### src/rtl/inv_key_schedule.sv
// -----------------------------------------------------------------------------
// inv_key_schedule
//   Iterative AES-128 inverse key schedule. It accepts the last round key and
//   walks the expansion backwards, presenting round keys NUM_ROUNDS..0 one at a
//   time on a valid/ready stream. Each step undoes one forward expansion round.
//   While the consumer keeps rk_ready high, it delivers one key per cycle.
//
// Ports
//   clk       system clock, rising edge
//   rst_n     asynchronous active-low reset
//   start     one-cycle request, sampled only in IDLE
//   key_in    round-NUM_ROUNDS key, captured on an accepted start
//   rk_out    current round key, word0 in [127:96]
//   rk_round  round index of rk_out
//   rk_valid  rk_out/rk_round valid
//   rk_ready  consumer accepts the current key
//   busy      high while keys are being emitted
//   done      one-cycle pulse after the round-0 key is accepted
//
// States
//   state   | meaning
//   --------+----------------------------------------------------------
//   IDLE    | waiting for start; outputs hold their last values
//   EMIT    | key_q/round_q are presented; steps back one round per transfer
//
// Also holds the byte substitution unit sbox, instantiated four times.
// -----------------------------------------------------------------------------

module sbox (
   input  logic [7:0] byte_i,
   output logic [7:0] byte_o
);

   function automatic logic [7:0] xtime(input logic [7:0] a);
      return {a[6:0], 1'b0} ^ (a[7] ? 8'h1b : 8'h00);
   endfunction

   function automatic logic [7:0] gmul(input logic [7:0] a, input logic [7:0] b);
      logic [7:0] acc;
      logic [7:0] aa;
      logic [7:0] bb;
      acc = 8'h00;
      aa  = a;
      bb  = b;
      for (int i = 0; i < 8; i++) begin
         if (bb[0]) acc = acc ^ aa;
         aa = xtime(aa);
         bb = bb >> 1;
      end
      return acc;
   endfunction

   // Multiplicative inverse as x^254, which also maps 0 to 0.
   function automatic logic [7:0] ginv(input logic [7:0] x);
      logic [7:0] p;
      logic [7:0] r;
      p = x;
      r = 8'h01;
      for (int i = 1; i < 8; i++) begin
         p = gmul(p, p);
         r = gmul(r, p);
      end
      return r;
   endfunction

   function automatic logic [7:0] rotl(input logic [7:0] v, input int n);
      return (v << n) | (v >> (8 - n));
   endfunction

   logic [7:0] inv_b;

   assign inv_b  = ginv(byte_i);
   assign byte_o = inv_b ^ rotl(inv_b, 1) ^ rotl(inv_b, 2) ^ rotl(inv_b, 3)
                 ^ rotl(inv_b, 4) ^ 8'h63;

endmodule

module inv_key_schedule #(
   parameter int NUM_ROUNDS = 10
) (
   input  logic         clk,
   input  logic         rst_n,
   input  logic         start,
   input  logic [127:0] key_in,
   output logic [127:0] rk_out,
   output logic [3:0]   rk_round,
   output logic         rk_valid,
   input  logic         rk_ready,
   output logic         busy,
   output logic         done
);

   typedef enum logic {
      ST_IDLE,
      ST_EMIT
   } state_e;

   state_e       state_q;
   logic [127:0] key_q;
   logic [3:0]   round_q;
   logic         valid_q;
   logic         busy_q;
   logic         done_q;

   logic [127:0] key_d;
   logic [31:0]  w0p, w1p, w2p, w3p;
   logic [31:0]  w0, w1, w2, w3;
   logic [7:0]   sb0, sb1, sb2, sb3;
   logic [31:0]  t_word;
   logic [3:0]   fwd_round;

   // Round constant of forward round r; rounds beyond 9 carry no constant.
   function automatic logic [7:0] rcon(input logic [3:0] r);
      logic [7:0] rc;
      case (r)
         4'd0:    rc = 8'h01;
         4'd1:    rc = 8'h02;
         4'd2:    rc = 8'h04;
         4'd3:    rc = 8'h08;
         4'd4:    rc = 8'h10;
         4'd5:    rc = 8'h20;
         4'd6:    rc = 8'h40;
         4'd7:    rc = 8'h80;
         4'd8:    rc = 8'h1b;
         4'd9:    rc = 8'h36;
         default: rc = 8'h00;
      endcase
      return rc;
   endfunction

   assign w0p = key_q[127:96];
   assign w1p = key_q[95:64];
   assign w2p = key_q[63:32];
   assign w3p = key_q[31:0];

   // Words 1..3 fall out of the forward XOR chain. Word 0 then needs the
   // recovered (older) word 3 for its SubWord/RotWord term.
   assign w3 = w3p ^ w2p;
   assign w2 = w2p ^ w1p;
   assign w1 = w1p ^ w0p;

   sbox u_sbox0 (.byte_i(w3[7:0]),   .byte_o(sb0));
   sbox u_sbox1 (.byte_i(w3[15:8]),  .byte_o(sb1));
   sbox u_sbox2 (.byte_i(w3[23:16]), .byte_o(sb2));
   sbox u_sbox3 (.byte_i(w3[31:24]), .byte_o(sb3));

   assign t_word    = {sb2, sb1, sb0, sb3};
   // The key held in key_q was produced by forward round round_q-1. The value
   // is unused when round_q is 0.
   assign fwd_round = round_q - 4'd1;
   assign w0        = w0p ^ t_word ^ {rcon(fwd_round), 24'h000000};
   assign key_d     = {w0, w1, w2, w3};

   always_ff @(posedge clk or negedge rst_n) begin
      if (!rst_n) begin
         state_q <= ST_IDLE;
         key_q   <= '0;
         round_q <= '0;
         valid_q <= 1'b0;
         busy_q  <= 1'b0;
         done_q  <= 1'b0;
      end else begin
         done_q <= 1'b0;
         case (state_q)
            ST_IDLE: begin
               if (start) begin
                  key_q   <= key_in;
                  round_q <= 4'(NUM_ROUNDS);
                  valid_q <= 1'b1;
                  busy_q  <= 1'b1;
                  state_q <= ST_EMIT;
               end
            end
            ST_EMIT: begin
               if (rk_ready) begin
                  if (round_q != 4'd0) begin
                     key_q   <= key_d;
                     round_q <= round_q - 4'd1;
                  end else begin
                     valid_q <= 1'b0;
                     busy_q  <= 1'b0;
                     done_q  <= 1'b1;
                     state_q <= ST_IDLE;
                  end
               end
            end
            default: state_q <= ST_IDLE;
         endcase
      end
   end

   assign rk_out   = key_q;
   assign rk_round = round_q;
   assign rk_valid = valid_q;
   assign busy     = busy_q;
   assign done     = done_q;

endmodule

### config.mk
export PLATFORM = sky130hd
export DESIGN_NAME = inv_key_schedule
export DESIGN_NICKNAME = d
export VERILOG_FILES = /design/src/rtl/inv_key_schedule.sv
export SDC_FILE = /design/constraint.sdc
export NUM_CORES = 2
export LEC_CHECK = 0
export BUFFER_PORTS_ARGS = -buffer_cell sky130_fd_sc_hd__buf_2
export CAP_MARGIN = 20
export CORE_ASPECT_RATIO = 0.9
export CORE_UTILIZATION = 60
export DETAILED_ROUTE_END_ITERATION = 10
export PLACE_DENSITY = 0.82
export SYNTH_ARGS = -nofsm -noshare
export SYNTH_HDL_FRONTEND = slang
export SYNTH_HIERARCHICAL = 1
export SYNTH_SLANG_ARGS = --single-unit
### constraint.sdc
create_clock -name clk -period 43.3 [get_ports clk]
set_input_delay 10.825 -clock clk [delete_from_list [all_inputs] [get_ports clk]]
set_output_delay 10.825 -clock clk [all_outputs]
set_load 0.02 [all_outputs]
==> impl_summary.txt <==
----------------------------------------------------
[Clock tree]
  H-Tree Depth ... 4
  Post-CTS setup buffer count ... 0
  Hold buffer count at cts ... 0
  Post-cts repair resize count ... 0
  CTS tree ... done
  Root buf cell ... clkbuf_16
  Max clock buf depth ... 2
  Cts bufs inserted ... 17
  Worst-skew pair later-pin latency ... about 0.52 ns
  Clock slew at reported path FFs ... approximately 0.080 ns
  Clk sink count ... between 100 and 150

[Routing]
  Routed WL per cell ... between 20 and 25 um
  Count of TritonRoute iterations in the first routing pass ... 8
  Vias per inst ... between 6 and 7
  Initial detailed-routing violation count ... 8830
  Post-route DRC ... 0
  Number of nets with antenna violations after detailed routing ... 0
  Total wirelength of the detailed-routed design ... ~220000 um
  Via count ... roughly 69000

[Logic synthesis]
  Total nets after synthesis ... approximately 9000
  Post-synth top flop ... dfrtp_1
  Netlist Area Pre-Place ... 0.0692 mm2
  Number of warning messages in the yosys log ... 6
  Sequential area share after synthesis ... 0.0488
  Leading post-synthesis cells by cell area ... xnor2_1 (19%), xnor3_1 (12%), nor2_1 (6.7%)
  Gate count after technology mapping ... roughly 9000
  Dominant cell type by area after synthesis ... xnor2_1
  Async set-reset flop share out of synthesis ... 1.00
  Dominant cell by count in the synthesized netlist ... xnor2_1
  Area fraction of the dominant cell type after synthesis ... 0.186
  Distinct cell type count after synthesis ... ~120
  Number of synthesized flops with an enable pin ... 0
  Most used standard cells in the synthesized netlist ... xnor2_1 (1466), nor2_1 (1243), nand2_1 (753)
  Number of synthesized register bits ... roughly 140
  Mean cell area of the mapped netlist ... 7.70 um2

[GRT]
  Remaining global-route overflow ... 0
  Antenna violations before repair ... 10
  Combined global-route utilization of all metal layers ... 0.362
  First-pass GRT wire length ... about 350000 um
  Largest net degree at the start of global routing ... about 80
  Via count of the first global-routing pass ... 63100

[Timing]
  Final worst clock skew ... 0.0260 ns
  Share of the clock period used by the worst path ... 0.453
  Relative max-transition margin ... 0.199
  Setup ws final ... 23.67 ns
  Max Transition Viols Final ... 0
  Least-Margin Pin Slew ... about 1.2 ns
  FMAX ... about 51 MHz
  Final Critical Period ... slightly below 20 ns
  Final setup vio count ... 0
  Setup TNS ... 0 ns
  Hold Violations, Final ... 0
  Setup repair after global routing missed its margin ... no

[Floorplan]
  Overall die width ... approximately 360 um
  Die Height ... ~320 um
  Initial core utilization ... 0.608
  Core box area ... 0.114 mm2
  Die Area ... approximately 0.12 mm2
  IO Pins ... roughly 270
  Standard-cell rows ... between 100 and 150

[Placement]
  Post-detailed-placement half-perimeter wirelength ... around 160000 um
  Dpl cell area ... 0.0720 mm2
  Dpl ws ... ~24 ns
  Final weighted congestion of routability-driven global placement ... ~1.0
  Port bufs ... ~270

[Job]
  Number of maximum-capacitance violations ... 0

[Outcome]
  Outcome ... finished, final reports clean

[Setup path]
  Worst setup EP type ... flop
  Slowest CP cell ... xnor2_2
  Crit path top cell by count ... xnor2_1
  Kind of cell adding the most delay to the critical path ... XOR/XNOR gates
  Longest individual stage delay on the worst path ... about 0.90 ns
  Worst endpoint data arrival time ... ~20 ns
  Element type at the critical path start ... flop
  Total buffers and inverters traversed by the critical path ... 6
  Max FO, Critical Path ... 36
  Category of the most critical setup path ... reg -> reg
  Critical Path RT ... 43.66 ns

[Layout]
  Layout overhead on the synthesized area ... 5.20%
  # fillers ... slightly below 10000
  Multi-input gate area in the final layout ... approximately 0.063 mm2
  Seq. cell area ... approximately 0.0034 mm2
  Net count, final ... between 9000 and 10000
  Share of post-route cells with drive strength above 1 ... 0.122
  Final design instance area without fill ... around 0.073 mm2

[Min path]
  Type of the most critical hold path ... reg -> reg

----------------------------------------------------
-- layout by cell type, fill, tap and decap left out, types with 140 or more instances in the layout --
| cell | synthesis | final |
|---|---|---|
| xnor2_1 | 1466 | 1421 |
| nor2_1 | 1243 | 1243 |
| nand2_1 | 753 | 753 |
| a21oi_1 | 480 | 480 |
| xor2_1 | 421 | 412 |
| xnor3_1 | 367 | 367 |
| o21ai_0 | 330 | 330 |
| mux2i_1 | 317 | 317 |
| buf_4 | 54 | 292 |
| nand3_1 | 283 | 283 |
| buf_2 | 134 | 265 |
| nor3_1 | 260 | 260 |
| o22ai_1 | 147 | 147 |
| a22oi_1 | 140 | 140 |
-- registers in the layout, summed over array words and instances (netlist names) --
signal    cells
busy          1
rk_round      4
state_q       1
done          1
rk_out      128
-- metal layers --
| metal | wire length [um] | vias to the layer above | global-route usage |
|---|---|---|---|
| li1 | - | 31600 | - |
| met1 | 90300 | 32500 | 0.498 |
| met2 | 96200 | 4097 | 0.558 |
| met3 | 26400 | 557 | 0.0842 |
| met4 | 7300 | 14 | 0.124 |
| met5 | 87 | - | 0 |
-- tightest hold or removal path: cells and delay by family, from the launching register on --
family,cells,cell delay (ns)
flops,1,0.39
compound gates,2,0.15
-- logic make-up (layout without fill, tap and decap cells) --
group	after synthesis	after routing	synth area share
buffers and inverters	747	696	0.0475
AND/OR/NAND/NOR	3113	3113	0.206
AO/OA/AOI/OAI	2057	2057	0.197
XOR/XNOR	2526	2526	0.439
other	0	1	0
multiplexers	371	371	0.0558
flip-flops	135	135	0.0488
adder cells (fa/ha/maj)	33	33	0.00597
-- final cells by class --
type	count	share of cell area
antenna	1	0.0000344
timing repair buffer	562	0.0493
multi-input combinational	8100	0.865
tap	1487	0.0256
clock buffer	17	0.00585
sequential	135	0.0465
clock inverter	15	0.00237
inverter	102	0.00530
-- through the flow --
stage               hold slack (ns)  cells  utilization
global placement              0.545  10400        0.633
finish                        0.581  10400        0.640
CTS                           0.588  10400        0.639
global route                  0.631  10400        0.640
detailed placement            0.570  10400        0.633
floorplan                     0.633   8982            -
-- path summary, 6_finish.rpt --
path                                        start                 endpoint  slack (ns)  cells past startpoint
max                        rk_out[39]$_DFFE_PN0P_  rk_out[104]$_DFFE_PN0P_       23.67                     57
min                        rk_out[39]$_DFFE_PN0P_   rk_out[39]$_DFFE_PN0P_        0.58                      2
max reg2reg                rk_out[39]$_DFFE_PN0P_  rk_out[104]$_DFFE_PN0P_       23.67                     57
min reg2reg                rk_out[39]$_DFFE_PN0P_   rk_out[39]$_DFFE_PN0P_        0.58                      2
max in group asynchronous                   rst_n        state_q$_DFF_PN0_       31.44                      2
min in group asynchronous                   rst_n   rk_out[54]$_DFFE_PN0P_       10.35                      1
Power is not shown: default switching activity piles up to over one toggle a cycle in this logic, so the estimate is an artifact.
